--- src/rtl/pcd_pkg.sv ---
// Shared types and helpers for the programmable clock divider.
// Helpers work on 32-bit values so every channel width can reuse them (CNT_W <= 32).
package pcd_pkg;

  typedef enum logic {
    IDLE = 1'b0,
    RUN  = 1'b1
  } ch_state_e;

  // Channel-select width; a single channel still gets a 1-bit select.
  function automatic int ch_idx_w(input int num_ch);
    return (num_ch > 1) ? $clog2(num_ch) : 1;
  endfunction

  function automatic logic [31:0] clamp_div(input logic [31:0] n);
    return (n < 32'd2) ? 32'd2 : n;
  endfunction

  // High phase is ceil(N/2), written so N = 2^CNT_W-1 cannot overflow.
  function automatic logic [31:0] high_count(input logic [31:0] n);
    return n - (n >> 1);
  endfunction

endpackage

--- src/rtl/pcd_channel.sv ---
// One divider channel: counter, active/shadow divisor, pending flag, IDLE/RUN FSM.
// Optional clk_stb pulse is built when PROGRAMMABLE_CLOCK_DIVIDER_STROBE_EN is defined.
module pcd_channel
  import pcd_pkg::*;
#(
  parameter int CNT_W       = 16,
  parameter int DEFAULT_DIV = 2
) (
  input  logic             clk_in,
  input  logic             reset,
  input  logic             en,
  input  logic             we,
  input  logic [CNT_W-1:0] div,
  output logic             pending,
  output logic             clk_out
`ifdef PROGRAMMABLE_CLOCK_DIVIDER_STROBE_EN
  ,output logic            stb
`endif
);

  localparam logic [CNT_W-1:0] RESET_DIV = CNT_W'(clamp_div(32'(DEFAULT_DIV)));

  ch_state_e        state, state_n;
  logic [CNT_W-1:0] cnt, cnt_n;
  logic [CNT_W-1:0] active, active_n;
  logic [CNT_W-1:0] shadow, shadow_n;
  logic             pending_n;
  logic             clk_out_n;
  logic             apply;
  logic [CNT_W-1:0] hi;
  logic [CNT_W-1:0] last;

  assign hi   = CNT_W'(high_count(32'(active)));
  assign last = active - CNT_W'(1);

  always_ff @(posedge clk_in or posedge reset) begin
    if (reset) begin
      state   <= IDLE;
      cnt     <= '0;
      active  <= RESET_DIV;
      shadow  <= RESET_DIV;
      pending <= 1'b0;
      clk_out <= 1'b0;
`ifdef PROGRAMMABLE_CLOCK_DIVIDER_STROBE_EN
      stb     <= 1'b0;
`endif
    end else begin
      state   <= state_n;
      cnt     <= cnt_n;
      active  <= active_n;
      shadow  <= shadow_n;
      pending <= pending_n;
      clk_out <= clk_out_n;
`ifdef PROGRAMMABLE_CLOCK_DIVIDER_STROBE_EN
      // Every rise is a period start because the low phase is at least one cycle.
      stb     <= clk_out_n & ~clk_out;
`endif
    end
  end

  always_comb begin
    state_n   = state;
    cnt_n     = cnt;
    active_n  = active;
    shadow_n  = shadow;
    pending_n = pending;
    clk_out_n = clk_out;
    apply     = 1'b0;
    unique case (state)
      IDLE: begin
        cnt_n     = '0;
        clk_out_n = 1'b0;
        apply     = pending;
        if (en) begin
          state_n   = RUN;
          clk_out_n = 1'b1;
        end
      end
      RUN: begin
        if (cnt == last) begin
          cnt_n = '0;
          apply = pending;
          if (en) begin
            clk_out_n = 1'b1;
          end else begin
            state_n   = IDLE;
            clk_out_n = 1'b0;
          end
        end else begin
          cnt_n     = cnt + CNT_W'(1);
          clk_out_n = (cnt_n < hi);
        end
      end
      default: state_n = IDLE;
    endcase
    if (apply) begin
      active_n  = shadow;
      pending_n = 1'b0;
    end
    // A write wins over a same-cycle apply, so it waits for the next boundary.
    if (we) begin
      shadow_n  = CNT_W'(clamp_div(32'(div)));
      pending_n = 1'b1;
    end
  end

endmodule

--- src/rtl/programmable_clock_divider.sv ---
// Multi-channel programmable clock divider: decodes divisor writes and instantiates channels.
// Define PROGRAMMABLE_CLOCK_DIVIDER_STROBE_EN to add the per-channel clk_stb output.
module programmable_clock_divider
  import pcd_pkg::*;
#(
  parameter int NUM_CH      = 4,
  parameter int CNT_W       = 16,
  parameter int DEFAULT_DIV = 2
) (
  input  logic                        clk_in,
  input  logic                        reset,
  input  logic [NUM_CH-1:0]           ch_en,
  input  logic                        cfg_we,
  input  logic [ch_idx_w(NUM_CH)-1:0] cfg_ch,
  input  logic [CNT_W-1:0]            cfg_div,
  output logic [NUM_CH-1:0]           cfg_pending,
  output logic [NUM_CH-1:0]           clk_out
`ifdef PROGRAMMABLE_CLOCK_DIVIDER_STROBE_EN
  ,output logic [NUM_CH-1:0]          clk_stb
`endif
);

  localparam int CH_IDX_W = ch_idx_w(NUM_CH);

  logic [NUM_CH-1:0] we_ch;

  // Selects at or above NUM_CH match no channel, so such writes are dropped.
  always_comb begin
    we_ch = '0;
    for (int i = 0; i < NUM_CH; i++) begin
      if (cfg_we && (cfg_ch == CH_IDX_W'(i))) we_ch[i] = 1'b1;
    end
  end

  for (genvar g = 0; g < NUM_CH; g++) begin : gen_ch
    pcd_channel #(
      .CNT_W       (CNT_W),
      .DEFAULT_DIV (DEFAULT_DIV)
    ) u_ch (
      .clk_in  (clk_in),
      .reset   (reset),
      .en      (ch_en[g]),
      .we      (we_ch[g]),
      .div     (cfg_div),
      .pending (cfg_pending[g]),
      .clk_out (clk_out[g])
`ifdef PROGRAMMABLE_CLOCK_DIVIDER_STROBE_EN
      ,.stb    (clk_stb[g])
`endif
    );
  end

endmodule
--- config.mk ---
export PLATFORM = sky130hd
export DESIGN_NAME = programmable_clock_divider
export DESIGN_NICKNAME = d
export VERILOG_FILES = /design/src/rtl/pcd_pkg.sv /design/src/rtl/pcd_channel.sv /design/src/rtl/programmable_clock_divider.sv
export SDC_FILE = /design/constraint.sdc
export NUM_CORES = 1
export LEC_CHECK = 0
export ABC_AREA = 1
export CELL_PAD_IN_SITES_DETAIL_PLACEMENT = 0
export CELL_PAD_IN_SITES_GLOBAL_PLACEMENT = 1
export CORE_ASPECT_RATIO = 1.2
export CORE_MARGIN = 4
export CORE_UTILIZATION = 35
export CTS_CLUSTER_SIZE = 16
export DETAILED_ROUTE_END_ITERATION = 6
export PLACE_DENSITY_LB_ADDON = 0.1
export SYNTH_ARGS = -nofsm -noshare
export SYNTH_HDL_FRONTEND = slang
export SYNTH_SLANG_ARGS = --single-unit
--- constraint.sdc ---
create_clock -name clk_in -period 11.9 [get_ports clk_in]
set_clock_uncertainty 0.15 [all_clocks]
set_input_delay 2.975 -clock clk_in [delete_from_list [all_inputs] [get_ports clk_in]]
set_output_delay 2.975 -clock clk_in [all_outputs]
set_load 0.01 [all_outputs]
==> out/metrics.yaml <==
vias_per_cell: 4.752
routedWlPerCell_um: 15.62
dr.pass1.iters: 5
timing.fmax_mhz: 195.0
grt_pass1_vias: 13319
clock_latency_ps: 540
path_buf_inv: 1
portBuffers: 32
core.rowCount: 85
synth_edf_count: 0
dieWidth_um: 203.7
worst_slew_pin_slew_ps: 1015
synth_most_common_cell: "nand2_1"
area_growth_pct: 10.33
drc_errors: 0
antenna_cells: 0
synth_commonest_cells: "526 x nand2_1, 325 x inv_1, 199 x nor2_1"
met3_usage_pct: 2.096
run_status: "finished clean"
crit_start: "gen_ch[3].u_ch.pending"
async_reset_ff_share_pct: 100.0
netlist_instances: 2173
use_met2_pct: 29.62
cts_buffers: 24
whs_ps: 329.3
ys_ff_latch: 204
grt_pass1_wl_um: 71720
drt-initial-drc-count: 686
synth_area_leaders: "dfrtp_1 31%, ha_1 15%, nand2_1 12%"
setup_violations: 0
dieArea_um2: 49450
setup.worst_path.end_class: "output pin"
relSlewSlack_pct: 32.34
arrival_ps: 2000
irDropWorstVdd_uv: 105.2
p_leak_nw: 9.395
period_share_pct: 43.09
vias: 13378
post_cts_resized: 0
holdCritStartpoint: "gen_ch[0].u_ch.shadow[2]"
synth_top_area_cell: "dfrtp_1"
ys.flop_type: "dfrtp_1"
htreeDepth: 1
finalPower_mw: 2.117
post_cts_buffers: 0
critPathRequiredTime_ps: 8780
clk_pin_slew_ps: 60
critPathTopFamily: "flip-flops"
grt_use_met1_pct: 24.69
p_per_area_nw_per_um2: 119.3
gp_congestion: 0.8493
grt_max_degree: 138
hpwl_um: 34900
min_path_type: "flop to flop"
crit_path_max_fanout: 19
place_inst: 2771
grt_usage_pct: 17.68
critPathKind: "flop to output pin"
core_um2: 45200
cts_root_buf: "clkbuf_16"
yosys_warnings: 0
die_y_um: 242.8
seq_area_frac_synth_pct: 31.81
cp_cell_sequence: "clkdlybuf4s50_1"
hold_viol: 0
ant_nets: 0
ys_types: 48
grt_overflow_total: 0
critical-path-max-stage-delay_ps: 760
syn_area_um2: 16080
fin_crit_ps: 5128
tritoncts: "done"
clock-sinks: 204
antenna_found_initial: 2
drive_gt1_share_pct: 3.989
clockBufferDepth: 3
stdcell_count: 2815
report.final.slew_viol_count: 0
num-nets-final: 2413
fin_tns_setup_ps: 0
r2r-start: "gen_ch[1].u_ch.active[2]"
avgSynthCellArea_um2: 7.400
rsz0062_at_grt: "false"
cp_slowest_cell: "dfrtp_1"
ios: 33
synth_top_area_share_pct: 30.50
max_cap_viol_count: 0
syn-num-nets: 2398
initial_core_util_pct: 35.58
hold_buffers: 0
drt-total-wl_um: 43970
top_usage_layer: "met2"
cp-start-kind: "flop"
-- kinds of logic (layout without fill, tap and decap cells) --
group	Yosys count	after routing	share of synthesized area (%)
and+or+nand+nor	997	997	26.40
DFF	204	204	31.81
xor gates and xnor gates	147	147	8.053
buffers and inverters	372	405	9.072
AOI/OAI and AO/OA	253	253	8.917
adders and majority gates	200	200	15.75
-- flip-flops by register name, summed over array words and instances (netlist names) --
register	flops
gen_ch.u_ch.shadow	64
gen_ch.u_ch.clk_out	4
gen_ch.u_ch.state	4
gen_ch.u_ch.pending	4
gen_ch.u_ch.active	64
gen_ch.u_ch.cnt	64
-- worst paths after layout --
| check | to | slack [ps] | cells past startpoint |
|---|---|---|---|
| max | cfg_pending[3] | 6770 | 1 |
| min | gen_ch[0].u_ch.active[2] | 330 | 2 |
| max reg2reg | gen_ch[1].u_ch.clk_out | 7970 | 19 |
| min reg2reg | gen_ch[0].u_ch.active[2] | 330 | 2 |
| max in group asynchronous | gen_ch[0].u_ch.active[14] | 7170 | 3 |
| min in group asynchronous | gen_ch[0].u_ch.cnt[0] | 2880 | 2 |
-- per-stage QoR --
| step | area (µm²) | setup WS [ps] | util (%) |
|---|---|---|---|
| after floorplan | 16080 | 3221 | - |
| after global placement | 16950 | 6519 | 37.50 |
| after detailed placement | 16950 | 6500 | 37.50 |
| after CTS | 17740 | 6727 | 39.25 |
| after global routing | 17740 | 6648 | 39.25 |
| final | 17740 | 6772 | 39.25 |
-- worst min-delay path, stage by stage, from the launching register on --
cell	delay [ps]
dfrtp_1	340
nand2_1	60
nand2_1	60
-- layer usage --
| layer | share of wire, % | wire length [µm] |
|---|---|---|
| met3 | 2.7 | 1174 |
| met1 | 49 | 21520 |
| met5 | 0.077 | 34 |
| met4 | 1.6 | 720 |
| met2 | 47 | 20520 |
-- power breakdown --
part           internal [mW]  switching (mW)  leakage (nW)
Combinational          0.210           0.346          6.39
Sequential             0.760          0.0576          2.61
Clock                  0.434           0.309         0.388
Total                   1.40           0.713          9.39
-- final cells by class --
cell class	instances	area [µm²]
Fill cell	4834	27460
Tap cell	609	762.0
Sequential cell	204	5115
Multi-Input combinational cell	1597	9507
Clock buffer	36	705.7
Clock inverter	8	86.33
Timing Repair Buffer	33	327.8
Inverter	328	1239
-- placed cells by master (no fill, tap or decap), types with 4 or more instances in the layout --
cell | synthesis | final
nand2_1 | 526 | 526
inv_1 | 325 | 324
nor2_1 | 199 | 199
ha_1 | 196 | 196
dfrtp_1 | 196 | 196
nand3_1 | 153 | 153
xor2_1 | 111 | 111
o21ai_0 | 102 | 102
a21oi_1 | 96 | 96
nand4_1 | 44 | 44
xnor2_1 | 35 | 35
clkdlybuf4s50_1 | 0 | 32
nor3_1 | 30 | 30
clkbuf_16 | 0 | 24
nand3b_1 | 9 | 9
nand2_2 | 8 | 8
o21bai_1 | 8 | 8
dfstp_2 | 8 | 8
nor2_2 | 7 | 7
or2_2 | 6 | 6
o211ai_1 | 6 | 6
a211oi_1 | 6 | 6
clkbuf_8 | 0 | 6
clkbuf_1 | 19 | 6
o31ai_1 | 5 | 5
a21o_1 | 5 | 5
a21boi_0 | 4 | 4
nor3_2 | 4 | 4
a221oi_1 | 4 | 4
o221a_2 | 4 | 4
fa_1 | 4 | 4
Power figures use the tool's default switching activity.
